### src/rtl/intersection_scheduler.sv
// Two-direction intersection phase sequencer with latched left-turn and
// pedestrian requests and a flashing fault mode.
module intersection_scheduler #(
    parameter int GREEN_CYCLES   = 20,
    parameter int YELLOW_CYCLES  = 4,
    parameter int ALL_RED_CYCLES = 2,
    parameter int LEFT_CYCLES    = 6,
    parameter int PED_CYCLES     = 8,
    parameter int FLASH_CYCLES   = 5
) (
    input  logic       in_clock,
    input  logic       in_reset_n,
    input  logic       in_issue,
    input  logic       in_ped_req_ns,
    input  logic       in_ped_req_ew,
    input  logic       in_left_req_ns,
    input  logic       in_left_req_ew,
    output logic       out_red_ns,
    output logic       out_green_ns,
    output logic       out_yellow_ns,
    output logic       out_left_ns,
    output logic       out_ped_ns,
    output logic       out_red_ew,
    output logic       out_green_ew,
    output logic       out_yellow_ew,
    output logic       out_left_ew,
    output logic       out_ped_ew,
    output logic [3:0] out_phase,
    output logic       out_fault
);

    typedef enum logic [3:0] {
        NS_LEFT   = 4'd0,
        NS_GREEN  = 4'd1,
        NS_YELLOW = 4'd2,
        ALL_RED_1 = 4'd3,
        EW_LEFT   = 4'd4,
        EW_GREEN  = 4'd5,
        EW_YELLOW = 4'd6,
        ALL_RED_2 = 4'd7,
        FAULT     = 4'd8
    } phase_e;

    // The walk lamp is lit while the down-counter is still in the top
    // PED_CYCLES values of the green load; written as >= to stay valid
    // when PED_CYCLES equals GREEN_CYCLES.
    localparam logic [15:0] PED_THRESH = 16'(GREEN_CYCLES - PED_CYCLES);
    localparam logic [15:0] FLASH_LOAD = 16'(FLASH_CYCLES - 1);

    phase_e      phase_q, phase_d;
    logic [15:0] timer_q, timer_d;
    logic        flash_q, flash_d;
    logic        left_latch_ns_q, left_latch_ns_d;
    logic        left_latch_ew_q, left_latch_ew_d;
    logic        ped_latch_ns_q, ped_latch_ns_d;
    logic        ped_latch_ew_q, ped_latch_ew_d;
    logic        ped_active_ns_q, ped_active_ns_d;
    logic        ped_active_ew_q, ped_active_ew_d;

    function automatic logic [15:0] loadFor(input phase_e p);
        case (p)
            NS_LEFT, EW_LEFT:     loadFor = 16'(LEFT_CYCLES - 1);
            NS_GREEN, EW_GREEN:   loadFor = 16'(GREEN_CYCLES - 1);
            NS_YELLOW, EW_YELLOW: loadFor = 16'(YELLOW_CYCLES - 1);
            FAULT:                loadFor = FLASH_LOAD;
            default:              loadFor = 16'(ALL_RED_CYCLES - 1);
        endcase
    endfunction

    // State, timer, flash and request registers; reset parks in all-red.
    always_ff @(posedge in_clock or negedge in_reset_n) begin
        if (!in_reset_n) begin
            phase_q         <= ALL_RED_2;
            timer_q         <= 16'(ALL_RED_CYCLES - 1);
            flash_q         <= 1'b0;
            left_latch_ns_q <= 1'b0;
            left_latch_ew_q <= 1'b0;
            ped_latch_ns_q  <= 1'b0;
            ped_latch_ew_q  <= 1'b0;
            ped_active_ns_q <= 1'b0;
            ped_active_ew_q <= 1'b0;
        end else begin
            phase_q         <= phase_d;
            timer_q         <= timer_d;
            flash_q         <= flash_d;
            left_latch_ns_q <= left_latch_ns_d;
            left_latch_ew_q <= left_latch_ew_d;
            ped_latch_ns_q  <= ped_latch_ns_d;
            ped_latch_ew_q  <= ped_latch_ew_d;
            ped_active_ns_q <= ped_active_ns_d;
            ped_active_ew_q <= ped_active_ew_d;
        end
    end

    // Next phase, timer reload, flash toggling and request bookkeeping.
    always_comb begin
        phase_d         = phase_q;
        timer_d         = timer_q - 16'd1;
        flash_d         = flash_q;
        left_latch_ns_d = left_latch_ns_q;
        left_latch_ew_d = left_latch_ew_q;
        ped_latch_ns_d  = ped_latch_ns_q;
        ped_latch_ew_d  = ped_latch_ew_q;
        ped_active_ns_d = ped_active_ns_q;
        ped_active_ew_d = ped_active_ew_q;

        if (phase_q == FAULT) begin
            if (!in_issue) begin
                phase_d = ALL_RED_2;
                timer_d = loadFor(ALL_RED_2);
            end else if (timer_q == 16'd0) begin
                timer_d = FLASH_LOAD;
                flash_d = ~flash_q;
            end
        end else if (in_issue) begin
            phase_d         = FAULT;
            timer_d         = FLASH_LOAD;
            flash_d         = 1'b0;
            left_latch_ns_d = 1'b0;
            left_latch_ew_d = 1'b0;
            ped_latch_ns_d  = 1'b0;
            ped_latch_ew_d  = 1'b0;
            ped_active_ns_d = 1'b0;
            ped_active_ew_d = 1'b0;
        end else begin
            left_latch_ns_d = left_latch_ns_q | in_left_req_ns;
            left_latch_ew_d = left_latch_ew_q | in_left_req_ew;
            ped_latch_ns_d  = ped_latch_ns_q | in_ped_req_ns;
            ped_latch_ew_d  = ped_latch_ew_q | in_ped_req_ew;
            if (timer_q == 16'd0) begin
                case (phase_q)
                    ALL_RED_2: phase_d = left_latch_ns_q ? NS_LEFT : NS_GREEN;
                    NS_LEFT:   phase_d = NS_GREEN;
                    NS_GREEN:  phase_d = NS_YELLOW;
                    NS_YELLOW: phase_d = ALL_RED_1;
                    ALL_RED_1: phase_d = left_latch_ew_q ? EW_LEFT : EW_GREEN;
                    EW_LEFT:   phase_d = EW_GREEN;
                    EW_GREEN:  phase_d = EW_YELLOW;
                    EW_YELLOW: phase_d = ALL_RED_2;
                    default:   phase_d = ALL_RED_2;
                endcase
                timer_d = loadFor(phase_d);
                if (phase_d == NS_LEFT) left_latch_ns_d = 1'b0;
                if (phase_d == EW_LEFT) left_latch_ew_d = 1'b0;
                if (phase_q == NS_GREEN) ped_active_ns_d = 1'b0;
                if (phase_q == EW_GREEN) ped_active_ew_d = 1'b0;
                if (phase_d == NS_GREEN && ped_latch_ns_d) begin
                    ped_active_ns_d = 1'b1;
                    ped_latch_ns_d  = 1'b0;
                end
                if (phase_d == EW_GREEN && ped_latch_ew_d) begin
                    ped_active_ew_d = 1'b1;
                    ped_latch_ew_d  = 1'b0;
                end
            end
        end
    end

    // Lamp decode: each direction is red unless the phase grants it.
    always_comb begin
        out_red_ns    = 1'b0;
        out_green_ns  = 1'b0;
        out_yellow_ns = 1'b0;
        out_left_ns   = 1'b0;
        out_ped_ns    = 1'b0;
        out_red_ew    = 1'b0;
        out_green_ew  = 1'b0;
        out_yellow_ew = 1'b0;
        out_left_ew   = 1'b0;
        out_ped_ew    = 1'b0;
        out_fault     = 1'b0;
        if (phase_q == FAULT) begin
            out_yellow_ns = flash_q;
            out_red_ew    = flash_q;
            out_fault     = 1'b1;
        end else begin
            case (phase_q)
                NS_LEFT: begin
                    out_left_ns = 1'b1;
                    out_red_ns  = 1'b1;
                end
                NS_GREEN: begin
                    out_green_ns = 1'b1;
                    out_ped_ns   = ped_active_ns_q && (timer_q >= PED_THRESH);
                end
                NS_YELLOW: out_yellow_ns = 1'b1;
                default:   out_red_ns    = 1'b1;
            endcase
            case (phase_q)
                EW_LEFT: begin
                    out_left_ew = 1'b1;
                    out_red_ew  = 1'b1;
                end
                EW_GREEN: begin
                    out_green_ew = 1'b1;
                    out_ped_ew   = ped_active_ew_q && (timer_q >= PED_THRESH);
                end
                EW_YELLOW: out_yellow_ew = 1'b1;
                default:   out_red_ew    = 1'b1;
            endcase
        end
    end

    assign out_phase = phase_q;

endmodule

### config.mk
export PLATFORM = sky130hd
export DESIGN_NAME = intersection_scheduler
export DESIGN_NICKNAME = d
export VERILOG_FILES = /design/src/rtl/intersection_scheduler.sv
export SDC_FILE = /design/constraint.sdc
export NUM_CORES = 1
export LEC_CHECK = 0
export CORE_ASPECT_RATIO = 0.8
export CORE_MARGIN = 5
export CORE_UTILIZATION = 30
export DETAILED_ROUTE_END_ITERATION = 7
export PLACE_DENSITY_LB_ADDON = 0.25
export SYNTH_ARGS = -nofsm -noshare
export SYNTH_HDL_FRONTEND = slang
export SYNTH_SLANG_ARGS = --single-unit
### constraint.sdc
create_clock -name in_clock -period 2.4 [get_ports in_clock]
set_clock_uncertainty 0.15 [all_clocks]
set_input_delay 0.36 -clock in_clock [delete_from_list [all_inputs] [get_ports in_clock]]
set_output_delay 0.36 -clock in_clock [all_outputs]
set_load 0.1 [all_outputs]
==> flow_summary_export.csv <==
group,metric,value,unit
synthesis,synth_ff_type,"dfrtp_1",
route,postRouteAntennaNets,0,
synthesis,syn_area_per_cell,9.24,um^2
route,drt-wirelength-per-cell,14.4,um
synthesis,synth_top_family_by_area,"simple AND/OR/NAND/NOR gates",
placed_design,dp_hpwl,3090,um
synthesis,synth_edf_count,0,
synthesis,synth-xor-area-share,6.18,%
synthesis,netlist_area,1700,um^2
synthesis,ys_warn_count,0,
synthesis,ys_types,56,
cts,hold_buffers,0,
sta,setup_violations,2,
route,totalWireLength,4210,um
cells_and_area,nNetsFinal,225,
global_routing,grt_usage,12.4,%
cells_and_area,n_antenna_cell,0,
die,initial_core_util,31.1,%
cts,clock_latency,0.27,ns
die,rows,24,
cells_and_area,fin_cells,293,
setup_path,rr_worst_depth,6,
synthesis,synth_compound_area_share,15.6,%
die,io_pins,22,
sta,tightest_slew,0.845,ns
synthesis,async_flop_share,100,%
cts,numCtsBuffers,3,
global_routing,grt_pass1_wl,7200,um
route,via_per_inst,4.98,
synthesis,synthMostInstantiatedCell,"dfrtp_1",
status,status,"complete, but fails checks",
setup_path,crit_required,1.89,ns
synthesis,synth.top_cell.area_share,33.8,%
placed_design,gp_congestion,0.816,
die,coreArea,5470,um^2
route,vias,1458,
route,remaining_drc_errors,0,
synthesis,synth-simple-area-share,29.3,%
placed_design,placedCellCount,282,
setup_path,cp-start-kind,"flip-flop",
global_routing,overflow,0,
cells_and_area,syn2layout_area_growth,39.7,%
sta,rsz0062_at_grt,"yes",
cts,cts.path.max_buffers,2,
setup_path,slowest_delay,0.56,ns
sta,drv_slew,0,
cells_and_area,drive_gt1_share,32.1,%
setup_path,critPathCaptureType,"primary output",
synthesis,synthTopCellsByCount,"23 x dfrtp_1, 22 x nor2_1, 11 x a21oi_1, 11 x nand2_1, 10 x xor2_1",
setup_path,path_max_fanout,2,
synthesis,synth-seq-cells,27,
hold_path,hp-class,"input pin to async pin",
synthesis,seq_area_frac_synth,40.0,%
synthesis,yosys-top-cells-area,"dfrtp_1 34%, dfstp_2 6.2%, xor2_1 5.2%",
setup_path,worstPathArrival,1.92,ns
setup_path,crit_path_top_delay_cell,"or4_4",
sta,max_freq,412,MHz
global_routing,grt_max_degree,28,
die,die_x,94.2,um
run,cap_violations,0,
synthesis,synth_nets,193,
route,dr.pass1.iters,4,
cts,htree_levels,1,
synthesis,synthCells,184,
cts,root_buffer,"clkbuf_8",
cts,clkTransAtPathRegs,0.09,ns
sta,period_share,101,%
die,fp.dieH,77.3,um
route,drt_iter0_drc,147,
cts,cts_tree,"done",
sta,layout_min_cycle_time,2.43,ns
global_routing,antenna_found_initial,0,
cts,numClockSinks,27,
global_routing,first_global_vias,1384,
synthesis,yosysTopAreaCell,"dfrtp_1",
setup_path,crit_chain,"or4_4 > nor3_4 > nand3_2 > and3_4 > buf_12",
sta,fin_ws,-0.0274,ns
die,die_area,7280,um^2
sta,finalHoldViolations,0,
setup_path,crit_type,"flip-flop to primary output",
synthesis,synth_adder_area_share,1.47,%
placed_design,io_buffers,21,
synthesis,synthMuxAreaShare,1.91,%
status,violations,"negative setup slack",
sta,relSlewSlack,43.5,%
cells by family after synthesis:
kind of cell / after synthesis
simple gates: 82
mux: 3
buf+inv: 17
compound gates: 41
flops: 27
fa+ha+maj: 2
xor+xnor: 12
path summary, 6_finish.rpt:
check,startpoint,end,slack [ns]
hold / removal,in_reset_n,timer_q[6],0.30
setup / recovery,timer_q[8],out_ped_ew,-0.03
min in group in_clock,left_latch_ew_q,left_latch_ew_q,0.38
max in group asynchronous,in_reset_n,out_phase[1],1.49
hold reg to reg,left_latch_ew_q,left_latch_ew_q,0.38
setup reg to reg,timer_q[8],timer_q[2],0.15
per-layer routing:
layer	track usage, %	routed length [um]	vias up	part of all wire, %
li1	-	-	729	-
met1	19.7	2190	696	52
met2	16.8	1820	31	43
met3	2.61	174	2	4.1
met4	3.03	26	0	0.62
met5	0	0	-	0
critical path: cells and delay by family (launching register included):
kind	cells	cell delay, ns
buffers and inverters	1	0.16
AND/OR/NAND/NOR	4	1.08
flip-flops	1	0.40
per-stage QoR:
stage / worst slack (ns) / util (%) / hold WS (ns) / area, um^2 / setup TNS, ns
4_1_cts: -0.0323 / 42.9 / 0.306 / 2340 / -0.0639
3_3_place_gp: 0.205 / 41.3 / 0.347 / 2260 / 0
5_1_grt: -0.124 / 43.5 / 0.323 / 2380 / -0.244
6_report: -0.0274 / 43.5 / 0.300 / 2380 / -0.0535
3_5_place_dp: 0.191 / 41.3 / 0.369 / 2260 / 0
2_1_floorplan: -0.778 / - / -0.0856 / 1830 / -3.74
layout make-up:
| type | count | area [um^2] |
|---|---|---|
| multi-input combinational | 140 | 1030 |
| sequential | 27 | 694 |
| inverter | 6 | 27.5 |
| timing repair buffer | 38 | 475 |
| fill | 533 | 3090 |
| clock inverter | 1 | 5.00 |
| clock buffer | 3 | 41.3 |
| tap | 78 | 97.6 |
flip-flops by register name, indices dropped and copies added (netlist names):
name and count:
ped_latch_ew_q 1, out_phase 4, flash_q 1, left_latch_ew_q 1, timer_q 16, ped_latch_ns_q 1, left_latch_ns_q 1, ped_active_ns_q 1
ped_active_ew_q 1
cells in the final DEF, fill, tap and decap left out, types with 3 or more instances in the layout:
cell and instances:
nand3_1 3, nor4_1 3, nor2_1 21, buf_12 14, nand4_1 5, o22ai_1 3
nand2_1 11, nor3_1 5, clkbuf_8 3, dfstp_4 3, o21ai_0 5, dfrtp_1 21
o211ai_1 3, inv_1 5, a21o_1 3, nand4b_1 3, clkdlybuf4s50_1 6, xor2_1 10
nor3_4 3, buf_4 18, a21oi_1 11
what timing repair did:
action | 4_1_cts | 5_1_grt
gates cloned | 0 | 0
pin swaps | 1 | 2
setup endpoints to repair | 2 | 4
endpoints found under the hold margin | 0 | 0
setup buffers | 4 | 3
gates resized for setup | 3 | 2
Power is not shown: default switching activity piles up to over one toggle a cycle in this logic, so the estimate is an artifact.
